===== config.mk =====
export PLATFORM = sky130hd
export DESIGN_NAME = dmem_arbiter
export DESIGN_NICKNAME = d
export VERILOG_FILES = /design/src/rtl/dmem_arbiter.sv
export SDC_FILE = /design/constraint.sdc
export NUM_CORES = 1
export LEC_CHECK = 0
export ABC_AREA = 1
export ABC_CLOCK_PERIOD_IN_PS = 2730
export CORE_ASPECT_RATIO = 1.75
export CORE_UTILIZATION = 40
export DETAILED_ROUTE_END_ITERATION = 7
export PLACE_DENSITY = 0.74
export SYNTH_ARGS = -nofsm -noshare
export SYNTH_HDL_FRONTEND = slang
export SYNTH_SLANG_ARGS = --single-unit

===== constraint.sdc =====
create_clock -name clk -period 2.73 [get_ports clk]
set_clock_uncertainty 0.15 [all_clocks]
set_input_delay 0.546 -clock clk [delete_from_list [all_inputs] [get_ports clk]]
set_output_delay 0.546 -clock clk [all_outputs]
set_load 0.005 [all_outputs]

===== src/rtl/dmem_arbiter.sv =====
// Two-port round-robin arbiter/sequencer for a word-only data memory.
// Partial-word stores are executed as a read-modify-write pair.
module dmem_arbiter #(
    parameter int ADDR_W = 32,
    parameter int DATA_W = 32
) (
    input  logic                  clk,
    input  logic                  rst_n,
    input  logic                  p0_req_valid,
    output logic                  p0_req_ready,
    input  logic [ADDR_W-1:0]     p0_req_addr,
    input  logic                  p0_req_we,
    input  logic [DATA_W/8-1:0]   p0_req_be,
    input  logic [DATA_W-1:0]     p0_req_wdata,
    output logic                  p0_rsp_valid,
    output logic [DATA_W-1:0]     p0_rsp_rdata,
    input  logic                  p1_req_valid,
    output logic                  p1_req_ready,
    input  logic [ADDR_W-1:0]     p1_req_addr,
    input  logic                  p1_req_we,
    input  logic [DATA_W/8-1:0]   p1_req_be,
    input  logic [DATA_W-1:0]     p1_req_wdata,
    output logic                  p1_rsp_valid,
    output logic [DATA_W-1:0]     p1_rsp_rdata,
    output logic [ADDR_W-1:0]     mem_access_addr,
    output logic [DATA_W-1:0]     mem_in,
    output logic                  mem_write_en,
    output logic                  mem_read_en,
    input  logic [DATA_W-1:0]     mem_out,
    output logic                  busy
);
    localparam int BE_W = DATA_W / 8;

    typedef enum logic [2:0] {IDLE, RD, WR, RMW_RD, RMW_WR} state_t;

    typedef struct packed {
        logic [ADDR_W-1:0] addr;
        logic              we;
        logic [BE_W-1:0]   be;
        logic [DATA_W-1:0] wdata;
        logic              port;
    } req_t;

    state_t            state, state_nxt;
    req_t              cur, sel;
    logic              last_grant, grant, hs;
    logic [DATA_W-1:0] merge;
    logic [1:0]        rsp_valid;
    logic [DATA_W-1:0] rsp_rdata [2];
    logic              unused_addr_lsb;

    // Contention goes to the port that did not win last time.
    always_comb begin
        grant = (p0_req_valid && p1_req_valid) ? ~last_grant : p1_req_valid;
        hs    = rst_n && (state == IDLE) && (p0_req_valid || p1_req_valid);
        sel.addr  = grant ? p1_req_addr  : p0_req_addr;
        sel.we    = grant ? p1_req_we    : p0_req_we;
        sel.be    = grant ? p1_req_be    : p0_req_be;
        sel.wdata = grant ? p1_req_wdata : p0_req_wdata;
        sel.port  = grant;
    end

    assign p0_req_ready = hs && !grant;
    assign p1_req_ready = hs && grant;

    always_comb begin
        state_nxt = state;
        case (state)
            IDLE: begin
                if (hs) begin
                    if (!sel.we)
                        state_nxt = RD;
                    else if (sel.be == '1 || sel.be == '0)
                        state_nxt = WR;
                    else
                        state_nxt = RMW_RD;
                end
            end
            RMW_RD:  state_nxt = RMW_WR;
            default: state_nxt = IDLE;
        endcase
    end

    always_ff @(posedge clk) begin
        if (!rst_n) begin
            state        <= IDLE;
            last_grant   <= 1'b1;
            cur          <= '0;
            merge        <= '0;
            rsp_valid    <= '0;
            rsp_rdata[0] <= '0;
            rsp_rdata[1] <= '0;
        end else begin
            state     <= state_nxt;
            rsp_valid <= '0;
            case (state)
                IDLE: begin
                    if (hs) begin
                        cur        <= sel;
                        last_grant <= grant;
                    end
                end
                RD: begin
                    rsp_valid[cur.port] <= 1'b1;
                    rsp_rdata[cur.port] <= mem_out;
                end
                WR, RMW_WR: begin
                    rsp_valid[cur.port] <= 1'b1;
                    rsp_rdata[cur.port] <= '0;
                end
                RMW_RD: begin
                    for (int i = 0; i < BE_W; i++)
                        merge[8*i +: 8] <= cur.be[i] ? cur.wdata[8*i +: 8] : mem_out[8*i +: 8];
                end
                default: ;
            endcase
        end
    end

    // Every memory-side output is forced low while reset is asserted.
    assign mem_read_en     = rst_n && (state == RD || state == RMW_RD);
    assign mem_write_en    = rst_n && ((state == WR && cur.we && cur.be != '0) || state == RMW_WR);
    assign mem_in          = !rst_n ? '0 :
                             (state == RMW_WR) ? merge :
                             (state == WR) ? cur.wdata : '0;
    assign mem_access_addr = (rst_n && state != IDLE) ? {cur.addr[ADDR_W-1:2], 2'b00} : '0;
    assign busy            = (state != IDLE);
    assign unused_addr_lsb = ^cur.addr[1:0];

    assign p0_rsp_valid = rsp_valid[0];
    assign p1_rsp_valid = rsp_valid[1];
    assign p0_rsp_rdata = rsp_rdata[0];
    assign p1_rsp_rdata = rsp_rdata[1];
endmodule


==> key figures <==
Setup path
  • Largest fanout of any net on the critical path: 16
  • Worst setup EP type: output pin
  • Critical setup path kind: reg2out
  • Critical path startpoint category: flop
  • Data arrival time of the worst path: 1.97 ns
  • Crit-path cells: inv_2 -> nor3_4 -> buf_4 -> buf_6 -> buf_16 -> nand2_1 -> a21oi_1 -> dlygate4sd2_1
  • Data required time at the worst endpoint: 2.03 ns
  • Crit-path max cell delay: 0.38 ns
  • Gate family responsible for the most delay along the worst path: buffers and inverters
  • Number of buffers and inverters on the critical path: 5
  • Number of cells on the worst reg-to-reg path: 11
  • Critical-path cell with the highest stage delay: sky130_fd_sc_hd__dfxtp_4
  • Number of cells on the critical path: 8

Yosys
  • Mean instance size in the synthesized netlist: 7.171 sq um
  • Synthesis-stage register bit count: 170
  • Number of library cell types mapped by synthesis: 23
  • Sequential cell area fraction in the yosys report: 49.77%
  • Gate Count Post-Synth: 1133
  • Number of warning messages in the yosys log: 0
  • Cell area after technology mapping: 8125 sq um

Power
  • Proportion of power drawn by the clock network: 37.1%
  • Peak supply drop: 373.7 uV
  • Power share of the sequential group: 43.8%
  • Leakage power: 5.310 nW
  • Power share of the combinational group: 19.1%
  • Power density cells: 541.7 nW/um^2
  • Switching Fraction: 26.13%
  • Internal Dissipation: 4.889 mW
  • Sw Pwr: 1.730 mW

Timing
  • Least setup slack across all paths after layout: 0.06382 ns
  • Final setup vio count: 0
  • Setup repair after global routing missed its margin: yes
  • Final number of max-transition violations: 0
  • Highest Clock Rate: 375.1 MHz
  • Final min period: 2.666 ns
  • Final total negative setup slack: 0 ns
  • Final Hold Violating Endpoints: 0
  • Rel. slew slack: 49.37%
  • Portion of the clock cycle consumed by the worst path in the final layout: 97.66%
  • Transition time at the pin with the least slew margin: 0.7595 ns

Floorplan
  • I/O pin count: 309
  • Horizontal extent of the die: 109.7 um
  • Effective utilization at floorplan: 40.99%
  • Die ar.: 20910 sq um
  • Row cnt: 68
  • Vertical die dimension: 190.5 um
  • Core area: 19820 sq um

GRT
  • Via count of the first global-routing pass: 7979
  • Global-route wire length before repair: 40.15 mm
  • Antenna violations before repair: 0
  • Remaining Overflow, GRT: 0
  • Global-route usage over all layers: 25.28%
  • Pin count of the biggest net entering global routing: 72

Min path
  • Class of the worst hold path: reg2reg
  • Number of cells traversed by the worst hold path: 2

Clocking
  • Clk sinks: 170
  • Later-pin clock latency in the skew report: 0.43 ns
  • Root buffer cell: sky130_fd_sc_hd__clkbuf_16
  • Clock slew at reported path FFs: 0.06 ns
  • Largest buffer count on any clock path: 2
  • Number of levels the H-tree was split into: 4
  • Number of buffers created by CTS: 17
  • TritonCTS clock tree: yes

Run status
  • Result of the run: finished clean

Drt
  • First DRT Iteration DRCs: 435
  • DRC violations left: 0
  • Via Count: 8408
  • Count of nets left with antenna violations after detail routing: 0
  • Average detailed-routed wire length per instance: 15.52 um
  • Vias per cell: 5.035
  • Number of iterations in the first detailed-routing pass: 5
  • Total routed wirelength: 25.93 mm

Layout
  • Number of antenna diodes: 0
  • Cell Count, Final, Fillers Out: 1670
  • Post-synthesis to final-layout area growth: 50.37%
  • Share of the core filled with cells: 61.63%
  • Layout cell share with drive strength beyond 1: 7.368%
  • Number of nets in the layout: 1586

Placement
  • Buffers added on ports: 302
  • Pre-CTS WS: -0.1587 ns
  • Routability Congestion: 0.8505
  • Placed wire-length estimate: 18.04 mm
  • Number of cells after detailed placement: 1628

Job
  • Total of max-cap violations: 0
==> worst register-to-register path, stage by stage, from the launching register on <==
cell,delay [ns]
sky130_fd_sc_hd__dfxtp_4,0.38
sky130_fd_sc_hd__inv_2,0.06
sky130_fd_sc_hd__nor3_4,0.23
sky130_fd_sc_hd__buf_4,0.15
sky130_fd_sc_hd__buf_6,0.10
sky130_fd_sc_hd__buf_16,0.16
sky130_fd_sc_hd__o21ai_2,0.07
sky130_fd_sc_hd__buf_4,0.25
sky130_fd_sc_hd__nand2_2,0.13
sky130_fd_sc_hd__nand2_2,0.07
sky130_fd_sc_hd__nand2_1,0.10
sky130_fd_sc_hd__buf_12,0.23
==> Yosys cell counts <==
cell	n	area (sq um)
sky130_fd_sc_hd__clkbuf_1	46	172.7
sky130_fd_sc_hd__buf_1	4	15.01
sky130_fd_sc_hd__nand3b_1	3	22.52
sky130_fd_sc_hd__o31ai_1	1	7.510
sky130_fd_sc_hd__buf_6	3	33.78
sky130_fd_sc_hd__edfxtp_1	64	1922
sky130_fd_sc_hd__buf_4	3	22.52
sky130_fd_sc_hd__nor2_1	134	503.0
sky130_fd_sc_hd__nand3_1	75	375.4
sky130_fd_sc_hd__nand2_1	381	1430
sky130_fd_sc_hd__inv_1	74	277.8
sky130_fd_sc_hd__o21ai_0	33	165.2
sky130_fd_sc_hd__clkinv_1	1	3.750
sky130_fd_sc_hd__inv_2	3	11.26
sky130_fd_sc_hd__dfxtp_1	106	2122
sky130_fd_sc_hd__o21ai_1	3	15.01
sky130_fd_sc_hd__nor3_4	2	32.53
sky130_fd_sc_hd__nor2_2	1	6.260
sky130_fd_sc_hd__a21oi_1	162	810.8
sky130_fd_sc_hd__buf_2	29	145.1
sky130_fd_sc_hd__conb_1	1	3.750
sky130_fd_sc_hd__o21ai_2	1	8.760
sky130_fd_sc_hd__nand2_2	3	18.77
==> sequential cells by signal (all words and copies together) (netlist names) <==
signal      count
cur            68
rsp_rdata      64
merge          32
state           3
rsp_valid       2
last_grant      1
==> worst paths after layout <==
path / startpoint / slack (ns) / to
setup / recovery: state[1] / 0.06 / mem_in[30]
hold / removal: cur[53] / 0.31 / cur[53]
setup reg to reg: state[1] / 0.33 / rsp_rdata[1][6]
hold reg to reg: cur[53] / 0.31 / cur[53]
==> metrics by stage <==
step / total power, mW / hold WS (ns) / instance area (sq um)
floorplan: 3.528 / 0.2787 / 8129
global placement: 4.171 / 0.2977 / 11450
detailed placement: 4.194 / 0.3049 / 11450
CTS: 6.674 / 0.3153 / 12180
global route: 6.907 / 0.3304 / 12220
finish: 6.619 / 0.3134 / 12220
==> repair_timing <==
| action | 4_1_cts | 5_1_grt |
|---|---|---|
| pin swaps | 3 | 3 |
| setup buffers | 4 | 2 |
| endpoints found under the setup margin | 66 | 6 |
| cloned | 4 | 0 |
| hold buffers | 0 | 0 |
| gates resized for setup | 83 | 12 |
==> power by group through the flow <==
stage	combinational, mW	clock (mW)	sequential [mW]
after floorplan	0.586	0	2.94
after global placement	1.22	0	2.95
after detailed placement	1.24	0	2.95
after CTS	1.27	2.50	2.90
after global routing	1.39	2.60	2.92
final	1.26	2.46	2.90
==> per-layer routing <==
metal / vias up / track usage (%) / routed length [um] / share of wire, %
met5: - / 0 / 0 / 0
met4: 0 / 13.18 / 1168 / 4.5
met3: 69 / 4.511 / 1241 / 4.8
met2: 301 / 45.26 / 13850 / 53
met1: 3866 / 27.82 / 9664 / 37
li1: 4172 / - / - / -
==> layout make-up <==
class | instances | area [sq um]
multi-input combinational | 801 | 3476
clock inverter | 11 | 146.4
sequential | 170 | 4053
inverter | 78 | 294.0
fill | 1793 | 7606
clock buffer | 21 | 450.4
tap | 245 | 306.5
timing repair buffer | 344 | 3492
==> layout by cell type, fill, tap and decap left out, types with 3 or more instances in the layout <==
cell type and n:
sky130_fd_sc_hd__nand2_1 378, sky130_fd_sc_hd__clkinvlp_4 4, sky130_fd_sc_hd__buf_6 3, sky130_fd_sc_hd__nand3_1 74, sky130_fd_sc_hd__o21ai_0 33, sky130_fd_sc_hd__nor2_1 133
sky130_fd_sc_hd__buf_4 24, sky130_fd_sc_hd__inv_2 3, sky130_fd_sc_hd__clkbuf_16 17, sky130_fd_sc_hd__a21oi_2 14, sky130_fd_sc_hd__clkbuf_1 3, sky130_fd_sc_hd__nand2_2 6
sky130_fd_sc_hd__nand3b_1 3, sky130_fd_sc_hd__o21ai_1 3, sky130_fd_sc_hd__dlygate4sd2_1 58, sky130_fd_sc_hd__dfxtp_1 103, sky130_fd_sc_hd__bufinv_16 3, sky130_fd_sc_hd__buf_16 3
sky130_fd_sc_hd__a21oi_1 148, sky130_fd_sc_hd__buf_12 11, sky130_fd_sc_hd__clkdlybuf4s50_1 239, sky130_fd_sc_hd__edfxtp_1 64, sky130_fd_sc_hd__inv_1 73
==> logic make-up after synthesis <==
family | synth area share (%)
AOI/OAI and AO/OA | 12.40
and+or+nand+nor | 29.40
other | 0.04615
buffers and inverters | 8.392
DFF | 49.77
No activity file was read; power rests on OpenSTA's default activity.
